===== config.mk =====
export PLATFORM = sky130hd
export DESIGN_NAME = alu_ctrl_pipe_flat
export DESIGN_NICKNAME = d
export VERILOG_FILES = /design/src/rtl/riscv_pkg.sv /design/src/rtl/alu_ctrl_pipe_if.sv /design/src/rtl/alu_ctrl_pipe_decode.sv /design/src/rtl/alu_ctrl_pipe.sv /design/src/flat_wrapper.sv
export SDC_FILE = /design/constraint.sdc
export NUM_CORES = 1
export LEC_CHECK = 0
export CORE_MARGIN = 2
export CORE_UTILIZATION = 46
export CTS_BUF_LIST = sky130_fd_sc_hd__clkbuf_4 sky130_fd_sc_hd__clkbuf_8
export DETAILED_ROUTE_END_ITERATION = 8
export PLACE_DENSITY = 0.82
export SLEW_MARGIN = 20
export SYNTH_ARGS = -nofsm -noshare
export SYNTH_HDL_FRONTEND = slang
export SYNTH_SLANG_ARGS = --single-unit

===== constraint.sdc =====
create_clock -name clk -period 1.9 [get_ports clk]
set_input_delay 0.38 -clock clk [delete_from_list [all_inputs] [get_ports clk]]
set_output_delay 0.38 -clock clk [all_outputs]
set_load 0.01 [all_outputs]

===== src/rtl/riscv_pkg.sv =====
// riscv_pkg: shared ALU opcode encodings and multi-cycle FSM state type.
// ALU opcodes start at 1 so that the all-zero code is reserved for
// "illegal / no operation". Divide-class ops need the multi-cycle unit.
package riscv_pkg;
  localparam int ALUOP_WIDTH = 5;

  localparam logic [ALUOP_WIDTH-1:0] ADD_OP     = 5'd1;
  localparam logic [ALUOP_WIDTH-1:0] SUB_OP     = 5'd2;
  localparam logic [ALUOP_WIDTH-1:0] PASS_OP    = 5'd3;
  localparam logic [ALUOP_WIDTH-1:0] SLL_OP     = 5'd4;
  localparam logic [ALUOP_WIDTH-1:0] SLT_OP     = 5'd5;
  localparam logic [ALUOP_WIDTH-1:0] SLTU_OP    = 5'd6;
  localparam logic [ALUOP_WIDTH-1:0] XOR_OP     = 5'd7;
  localparam logic [ALUOP_WIDTH-1:0] OR_OP      = 5'd8;
  localparam logic [ALUOP_WIDTH-1:0] AND_OP     = 5'd9;
  localparam logic [ALUOP_WIDTH-1:0] SRL_OP     = 5'd10;
  localparam logic [ALUOP_WIDTH-1:0] SRA_OP     = 5'd11;
  localparam logic [ALUOP_WIDTH-1:0] LOTOUPC_OP = 5'd12;
  localparam logic [ALUOP_WIDTH-1:0] MUL_OP     = 5'd13;
  localparam logic [ALUOP_WIDTH-1:0] MULH_OP    = 5'd14;
  localparam logic [ALUOP_WIDTH-1:0] MULHSU_OP  = 5'd15;
  localparam logic [ALUOP_WIDTH-1:0] MULHU_OP   = 5'd16;
  localparam logic [ALUOP_WIDTH-1:0] DIV_OP     = 5'd17;
  localparam logic [ALUOP_WIDTH-1:0] DIVU_OP    = 5'd18;
  localparam logic [ALUOP_WIDTH-1:0] REM_OP     = 5'd19;
  localparam logic [ALUOP_WIDTH-1:0] REMU_OP    = 5'd20;

  typedef enum logic {IDLE = 1'b0, BUSY = 1'b1} mc_state_t;

  // Ops that must be handed to the multi-cycle divide unit.
  function automatic logic is_mc_op(input logic [ALUOP_WIDTH-1:0] op);
    return (op == DIV_OP) || (op == DIVU_OP) || (op == REM_OP) || (op == REMU_OP);
  endfunction
endpackage


===== src/rtl/alu_ctrl_pipe_if.sv =====
// alu_ctrl_pipe_if: decode-side request and execute-side response bundle.
//   i_*  : op fields, valid, hart tag, stall, multi-cycle done (to DUT)
//   o_*  : decoded op, valid, hart tag, illegal flag/count, mc handshake
// slave modport is used by the pipe, master by its driver.
interface alu_ctrl_pipe_if #(
  parameter int HART_ID_WIDTH = 4,
  parameter int CNT_WIDTH     = 16
);
  logic                                i_valid;
  logic [HART_ID_WIDTH-1:0]            i_hart_id;
  logic [2:0]                          i_ALUctrl;
  logic [2:0]                          i_funct3;
  logic [6:0]                          i_funct7;
  logic                                i_is_imm;
  logic                                i_stall;
  logic                                i_mc_done;
  logic [riscv_pkg::ALUOP_WIDTH-1:0]   o_ALUOp;
  logic                                o_valid;
  logic [HART_ID_WIDTH-1:0]            o_hart_id;
  logic                                o_illegal;
  logic [CNT_WIDTH-1:0]                o_illegal_cnt;
  logic                                o_mc_start;
  logic                                o_mc_busy;

  modport slave (
    input  i_valid, i_hart_id, i_ALUctrl, i_funct3, i_funct7, i_is_imm,
           i_stall, i_mc_done,
    output o_ALUOp, o_valid, o_hart_id, o_illegal, o_illegal_cnt,
           o_mc_start, o_mc_busy
  );

  modport master (
    output i_valid, i_hart_id, i_ALUctrl, i_funct3, i_funct7, i_is_imm,
           i_stall, i_mc_done,
    input  o_ALUOp, o_valid, o_hart_id, o_illegal, o_illegal_cnt,
           o_mc_start, o_mc_busy
  );
endinterface


===== src/rtl/alu_ctrl_pipe_decode.sv =====
// alu_op_decode: combinational ALU-op decoder.
//   i_ALUctrl/i_funct3/i_funct7/i_is_imm -> o_op, o_illegal
// Illegal encodings produce o_op='0; o_illegal is derived from that since
// every legal opcode is non-zero.
// Build option: RV32M_EN enables the M-extension encodings.
module alu_op_decode
  import riscv_pkg::*;
(
  input  logic [2:0]             i_ALUctrl,
  input  logic [2:0]             i_funct3,
  input  logic [6:0]             i_funct7,
  input  logic                   i_is_imm,
  output logic [ALUOP_WIDTH-1:0] o_op,
  output logic                   o_illegal
);
  logic w_f7_zero, w_f7_alt, w_f7_one, w_mext, w_imm_or_f7z;

  assign w_f7_zero    = (i_funct7 == 7'b0000000);
  assign w_f7_alt     = (i_funct7 == 7'b0100000);
  assign w_f7_one     = (i_funct7 == 7'b0000001);
  assign w_imm_or_f7z = i_is_imm | w_f7_zero;
`ifdef RV32M_EN
  assign w_mext = w_f7_one & ~i_is_imm;
`else
  assign w_mext = 1'b0;
`endif

  always_comb begin
    o_op = '0;
    case (i_ALUctrl)
      3'b000: o_op = ADD_OP;
      3'b001: o_op = SUB_OP;
      3'b011: o_op = PASS_OP;
      3'b010: begin
        if (w_mext) begin
          case (i_funct3)
            3'b000:  o_op = MUL_OP;
            3'b001:  o_op = MULH_OP;
            3'b010:  o_op = MULHSU_OP;
            3'b011:  o_op = MULHU_OP;
            3'b100:  o_op = DIV_OP;
            3'b101:  o_op = DIVU_OP;
            3'b110:  o_op = REM_OP;
            default: o_op = REMU_OP;
          endcase
        end else begin
          case (i_funct3)
            // SUB is never produced here: funct7=0100000 on a reg-reg
            // ADD slot is treated as illegal.
            3'b000:  o_op = w_imm_or_f7z ? ADD_OP  : '0;
            3'b001:  o_op = w_f7_zero    ? SLL_OP  : '0;
            3'b010:  o_op = w_imm_or_f7z ? SLT_OP  : '0;
            3'b011:  o_op = w_imm_or_f7z ? SLTU_OP : '0;
            3'b100:  o_op = w_imm_or_f7z ? XOR_OP  : '0;
            3'b110:  o_op = w_imm_or_f7z ? OR_OP   : '0;
            3'b111:  o_op = w_imm_or_f7z ? AND_OP  : '0;
            default: o_op = w_f7_zero ? SRL_OP : (w_f7_alt ? SRA_OP : '0);
          endcase
        end
      end
      3'b100: o_op = (i_funct3 == 3'b000 && w_f7_one && !i_is_imm) ? LOTOUPC_OP : '0;
      default: o_op = '0;
    endcase
  end

  assign o_illegal = (o_op == '0);
endmodule


===== src/rtl/alu_ctrl_pipe.sv =====
// alu_ctrl_pipe: PIPE_DEPTH-stage registered ALU-op decode pipe.
//   clk, reset (async, active high)
//   bus (alu_ctrl_pipe_if.slave): op in / decoded op out, stall,
//     saturating illegal-op counter, multi-cycle start/busy/done.
// Build option: RV32M_EN adds M-extension decode and the IDLE/BUSY
// divide sequencer; without it o_mc_start/o_mc_busy are tied low.
// PIPE_DEPTH is legal in 1..4.
module alu_ctrl_pipe
  import riscv_pkg::*;
#(
  parameter int PIPE_DEPTH    = 1,
  parameter int HART_ID_WIDTH = 4,
  parameter int CNT_WIDTH     = 16
) (
  input logic            clk,
  input logic            reset,
  alu_ctrl_pipe_if.slave bus
);
  logic [ALUOP_WIDTH-1:0]                     w_dec_op;
  logic                                       w_dec_illegal;
  logic                                       w_adv, w_mc_busy, w_mc_start;
  logic [PIPE_DEPTH:1]                        r_vld_pipe;
  logic [PIPE_DEPTH:1]                        r_ill_pipe;
  logic [PIPE_DEPTH:1][ALUOP_WIDTH-1:0]       r_op_pipe;
  logic [PIPE_DEPTH:1][HART_ID_WIDTH-1:0]     r_hart_pipe;
  logic [CNT_WIDTH-1:0]                       r_cnt;

  alu_op_decode u_dec (
    .i_ALUctrl (bus.i_ALUctrl),
    .i_funct3  (bus.i_funct3),
    .i_funct7  (bus.i_funct7),
    .i_is_imm  (bus.i_is_imm),
    .o_op      (w_dec_op),
    .o_illegal (w_dec_illegal)
  );

  assign w_adv = ~bus.i_stall & ~w_mc_busy;

  // Illegal is folded with valid at entry so a bubble never reports it.
  always_ff @(posedge clk or posedge reset) begin
    if (reset) begin
      r_vld_pipe  <= '0;
      r_ill_pipe  <= '0;
      r_op_pipe   <= '0;
      r_hart_pipe <= '0;
    end else if (w_adv) begin
      r_vld_pipe[1]  <= bus.i_valid;
      r_ill_pipe[1]  <= bus.i_valid & w_dec_illegal;
      r_op_pipe[1]   <= w_dec_op;
      r_hart_pipe[1] <= bus.i_hart_id;
      for (int s = 2; s <= PIPE_DEPTH; s++) begin
        r_vld_pipe[s]  <= r_vld_pipe[s-1];
        r_ill_pipe[s]  <= r_ill_pipe[s-1];
        r_op_pipe[s]   <= r_op_pipe[s-1];
        r_hart_pipe[s] <= r_hart_pipe[s-1];
      end
    end
  end

  // Counts an illegal op as it leaves the output stage; sticks at all-ones.
  always_ff @(posedge clk or posedge reset) begin
    if (reset)
      r_cnt <= '0;
    else if (w_adv && r_vld_pipe[PIPE_DEPTH] && r_ill_pipe[PIPE_DEPTH] && (r_cnt != '1))
      r_cnt <= r_cnt + CNT_WIDTH'(1);
  end

`ifdef RV32M_EN
  mc_state_t r_state, w_state_nxt;

  always_ff @(posedge clk or posedge reset) begin
    if (reset) r_state <= IDLE;
    else       r_state <= w_state_nxt;
  end

  // The divide is handed off as it advances out of the output stage;
  // the pipe then freezes until the unit reports done.
  always_comb begin
    w_state_nxt = r_state;
    w_mc_start  = 1'b0;
    case (r_state)
      IDLE: begin
        if (r_vld_pipe[PIPE_DEPTH] && is_mc_op(r_op_pipe[PIPE_DEPTH]) && !bus.i_stall) begin
          w_mc_start  = 1'b1;
          w_state_nxt = BUSY;
        end
      end
      BUSY:    if (bus.i_mc_done) w_state_nxt = IDLE;
      default: w_state_nxt = IDLE;
    endcase
  end

  assign w_mc_busy = (r_state == BUSY);
`else
  logic w_unused_mc_done;
  assign w_unused_mc_done = bus.i_mc_done;
  assign w_mc_start       = 1'b0;
  assign w_mc_busy        = 1'b0;
`endif

  assign bus.o_valid       = r_vld_pipe[PIPE_DEPTH];
  assign bus.o_illegal     = r_ill_pipe[PIPE_DEPTH];
  assign bus.o_ALUOp       = r_op_pipe[PIPE_DEPTH];
  assign bus.o_hart_id     = r_hart_pipe[PIPE_DEPTH];
  assign bus.o_illegal_cnt = r_cnt;
  assign bus.o_mc_start    = w_mc_start;
  assign bus.o_mc_busy     = w_mc_busy;
endmodule


===== src/flat_wrapper.sv =====
// flat-port wrapper written by rule: the top's interface ports become plain ports
module alu_ctrl_pipe_flat import riscv_pkg::*;
#(
  parameter int PIPE_DEPTH    = 1,
  parameter int HART_ID_WIDTH = 4,
  parameter int CNT_WIDTH     = 16
)
  (clk, reset, bus_i_valid, bus_i_hart_id, bus_i_ALUctrl, bus_i_funct3, bus_i_funct7, bus_i_is_imm, bus_i_stall, bus_i_mc_done, bus_o_ALUOp, bus_o_valid, bus_o_hart_id, bus_o_illegal, bus_o_illegal_cnt, bus_o_mc_start, bus_o_mc_busy);
  alu_ctrl_pipe_if #(.HART_ID_WIDTH(HART_ID_WIDTH), .CNT_WIDTH(CNT_WIDTH)) bus_i ();
  input logic clk;
  input logic reset;
  input wire logic [$bits(bus_i.i_valid)-1:0] bus_i_valid;
  input wire logic [$bits(bus_i.i_hart_id)-1:0] bus_i_hart_id;
  input wire logic [$bits(bus_i.i_ALUctrl)-1:0] bus_i_ALUctrl;
  input wire logic [$bits(bus_i.i_funct3)-1:0] bus_i_funct3;
  input wire logic [$bits(bus_i.i_funct7)-1:0] bus_i_funct7;
  input wire logic [$bits(bus_i.i_is_imm)-1:0] bus_i_is_imm;
  input wire logic [$bits(bus_i.i_stall)-1:0] bus_i_stall;
  input wire logic [$bits(bus_i.i_mc_done)-1:0] bus_i_mc_done;
  output wire logic [$bits(bus_i.o_ALUOp)-1:0] bus_o_ALUOp;
  output wire logic [$bits(bus_i.o_valid)-1:0] bus_o_valid;
  output wire logic [$bits(bus_i.o_hart_id)-1:0] bus_o_hart_id;
  output wire logic [$bits(bus_i.o_illegal)-1:0] bus_o_illegal;
  output wire logic [$bits(bus_i.o_illegal_cnt)-1:0] bus_o_illegal_cnt;
  output wire logic [$bits(bus_i.o_mc_start)-1:0] bus_o_mc_start;
  output wire logic [$bits(bus_i.o_mc_busy)-1:0] bus_o_mc_busy;
  assign bus_i.i_valid = bus_i_valid;
  assign bus_i.i_hart_id = bus_i_hart_id;
  assign bus_i.i_ALUctrl = bus_i_ALUctrl;
  assign bus_i.i_funct3 = bus_i_funct3;
  assign bus_i.i_funct7 = bus_i_funct7;
  assign bus_i.i_is_imm = bus_i_is_imm;
  assign bus_i.i_stall = bus_i_stall;
  assign bus_i.i_mc_done = bus_i_mc_done;
  assign bus_o_ALUOp = bus_i.o_ALUOp;
  assign bus_o_valid = bus_i.o_valid;
  assign bus_o_hart_id = bus_i.o_hart_id;
  assign bus_o_illegal = bus_i.o_illegal;
  assign bus_o_illegal_cnt = bus_i.o_illegal_cnt;
  assign bus_o_mc_start = bus_i.o_mc_start;
  assign bus_o_mc_busy = bus_i.o_mc_busy;
  alu_ctrl_pipe #(.PIPE_DEPTH(PIPE_DEPTH), .HART_ID_WIDTH(HART_ID_WIDTH), .CNT_WIDTH(CNT_WIDTH)) u_core (.clk(clk), .reset(reset), .bus(bus_i));
endmodule

==> out/metrics.csv <==
stage,metric,value,unit
setup_path,crit path kind,reg -> out,
power,PD cells,666.4,nW/um^2
clocking,Clock Latency Late Sink,0.32,ns
global_routing,vias in the first global route,1229,
final_layout,"Area growth, synth to finish",46.13,%
final_layout,diodes inserted,0,
setup_path,"Max FO, Critical Path",6,
drt,drt drc,0,
timing,Final Skew,0.006238,ns
global_routing,GRT Util Overall,18.73,%
setup_path,type of origin of the critical path,flop,
timing,final setup vio count,0,
global_routing,largest net degree at the start of global routing,27,
synth,Yosys Warn Count,0,
timing,Tcrit/Tclk final,92.03,%
global_routing,first-pass GRT wire length,5.112,mm
final_layout,final net count,221,
global_routing,Congestion Overflow GR,0,
setup_path,R2R setup slack,0.26,ns
timing,Final TNS setup,0,ns
synth,Cell variety after synth,46,
synth,#FFs+latches synth,26,
clocking,clk root buf,clkbuf_4,
synth,number of synthesized flops with an enable pin,0,
clocking,clk sinks,26,
drt,vias,1243,
power,worst vdd ir,310.2,uV
synth,main flop type after synthesis,dfrtp_1,
die,die height,59.64,um
synth,Synth Instances,133,
synth,Syn Area/Cell,10.71,sq um
synth,share of the synthesized area in the top cell type,45.69,%
clocking,clock buffer depth,2,
die,Die Area,3556,sq um
drt,antenna-violating nets left,0,
placement,GPL Wtd Cong,0.8113,
timing,Final Critical Period,1.749,ns
setup_path,crit-path cells,clkdlybuf4s50_1,
drt,Detailed Route WL,3.037,mm
setup_path,crit-path leading delay family,buffers and inverters,
synth,sequential share of the synthesized area,45.69,%
timing,Hold WS,0.3875,ns
die,Rows,20,
clocking,Worst-path clk slew,0.14,ns
clocking,CTS Hold Bufs,0,
global_routing,initial antenna violation count,0,
timing,FMAX,0.5719,GHz
job,Max-cap violations,0,
die,CORE AREA,3003,sq um
drt,vias per inst,5.428,
die,die width,59.64,um
setup_path,Buf/Inv on CP,1,
drt,routed len/inst,13.26,um
die,Starting Density,47.42,%
min_path,hold crit path type,in -> async,
setup_path,CP peak stage delay,0.58,ns
placement,DP Wirelength,2.525,mm
setup_path,worst path required time,1.52,ns
setup_path,Slowest cell on crit path,clkdlybuf4s50_1,
timing,Final Hold Viols,0,
die,IO Pins,52,
timing,RSZ-0062 raised after global routing,no,
timing,fin. max-slew vios,0,
synth,main area contributors after synthesis,"dfrtp_1 46%, xnor2_1 8.0%, nand3_1 3.5%",
setup_path,Crit. End Element,output pin,
clocking,post-cts resize count,0,
power,leakage power total,0.8989,nW
clocking,cts bufs inserted,3,
clocking,H-Tree Depth,1,
clocking,CTS tree,built,
final_layout,layout cells sized above 1,17.35,%
synth,"Cell Area, Synth",1424,sq um
synth,Async SR Flop Fraction,100.0,%
placement,# port buffers,47,
status,run status,finished clean,
drt,Starting DRT DRC Count,55,
synth,most frequent cells after synthesis,"26 x dfrtp_1, 13 x xnor2_1, 10 x nand2_1, 10 x nand3_1, 7 x nand4_1",
synth,top-count cell post-synth,dfrtp_1,
setup_path,Worst Path Arrival,1.37,ns
synth,biggest area consumer among synthesized cells,dfrtp_1,
drt,drt pass-1 iters,4,
clocking,Post-CTS Setup Bufs,0,
-- routing by layer --
layer	vias up	routed length [um]	GRT usage, %	part of all wire [%]
met1	599	1285	22.01	42
met5	-	0	0	0
met4	0	16	7.302	0.53
met3	2	102	1.310	3.4
li1	608	-	-	-
met2	34	1633	35.01	54
-- metrics by stage --
step	worst slack (ns)	instances	instance area, sq um	utilization [%]	total power [mW]
final	0.1514	229	2081	69.29	1.387
after global routing	0.06400	229	2081	69.29	1.461
after CTS	0.1316	229	2081	69.29	1.405
after detailed placement	-0.2064	225	2028	67.54	1.027
after global placement	-0.1898	225	2028	67.54	1.008
after floorplan	0.3176	135	1431	-	0.8181
-- path summary, 6_finish.rpt --
check,from,endpoint,cells after the start
max,u_core.bus.o_illegal_cnt[0]$_DFFE_PP0P_,bus_o_illegal_cnt[0],1
min,reset,u_core.bus.o_hart_id[3]$_DFFE_PP0N_,3
max reg2reg,u_core.bus.o_illegal_cnt[6]$_DFFE_PP0P_,u_core.bus.o_illegal_cnt[1]$_DFFE_PP0P_,4
min reg2reg,u_core.bus.o_illegal_cnt[15]$_DFFE_PP0P_,u_core.bus.o_illegal_cnt[15]$_DFFE_PP0P_,1
max in group asynchronous,reset,u_core.bus.o_illegal_cnt[1]$_DFFE_PP0P_,3
min in group clk,u_core.bus.o_illegal_cnt[15]$_DFFE_PP0P_,u_core.bus.o_illegal_cnt[15]$_DFFE_PP0P_,1
-- area by class of cell --
cell class | instances | area [sq um]
fill | 227 | 922.1
multi-input combinational | 98 | 723.2
sequential | 26 | 650.6
timing repair buffer | 64 | 598.1
tap | 33 | 41.29
clock inverter | 1 | 30.03
clock buffer | 3 | 22.52
inverter | 4 | 15.01
-- state kept, by name (all words and copies together) (netlist names) --
| register | cells |
|---|---|
| u_core.bus.o_illegal_cnt | 16 |
| u_core.bus.o_hart_id | 4 |
| u_core.bus.o_illegal | 1 |
| u_core.bus.o_ALUOp | 4 |
| u_core.bus.o_valid | 1 |
-- where the power goes --
part | internal [mW] | total, mW | leakage, nW | switching (mW)
logic | 0.203 | 0.344 | 0.529 | 0.141
clock network | 0.213 | 0.375 | 0.0279 | 0.161
registers | 0.603 | 0.668 | 0.342 | 0.0654
-- cell usage in the layout, fill, tap and decap left out, drive strengths merged, types with 3 or more instances in the layout --
| cell | n |
|---|---|
| xnor2 | 13 |
| nand3 | 10 |
| clkdlybuf4s50 | 47 |
| xor2 | 3 |
| buf | 17 |
| and4 | 5 |
| nand4 | 7 |
| and3 | 3 |
| dfrtp | 26 |
| mux2 | 6 |
| o21ai | 3 |
| a21oi | 4 |
| nand2 | 10 |
| clkbuf | 3 |
| inv | 4 |
| a31oi | 3 |
| nor4 | 3 |
| nor2 | 3 |
| conb | 3 |
-- cells by family after synthesis --
| group | after synthesis | share of synthesized area (%) |
|---|---|---|
| fa+ha+maj | 1 | 0.8786 |
| other cells | 1 | 0.2634 |
| xor+xnor | 16 | 9.842 |
| compound gates | 19 | 10.72 |
| simple gates | 53 | 23.81 |
| flops | 26 | 45.69 |
| mux | 6 | 4.745 |
| buf+inv | 11 | 4.041 |
(Power assumes the default switching activity.)
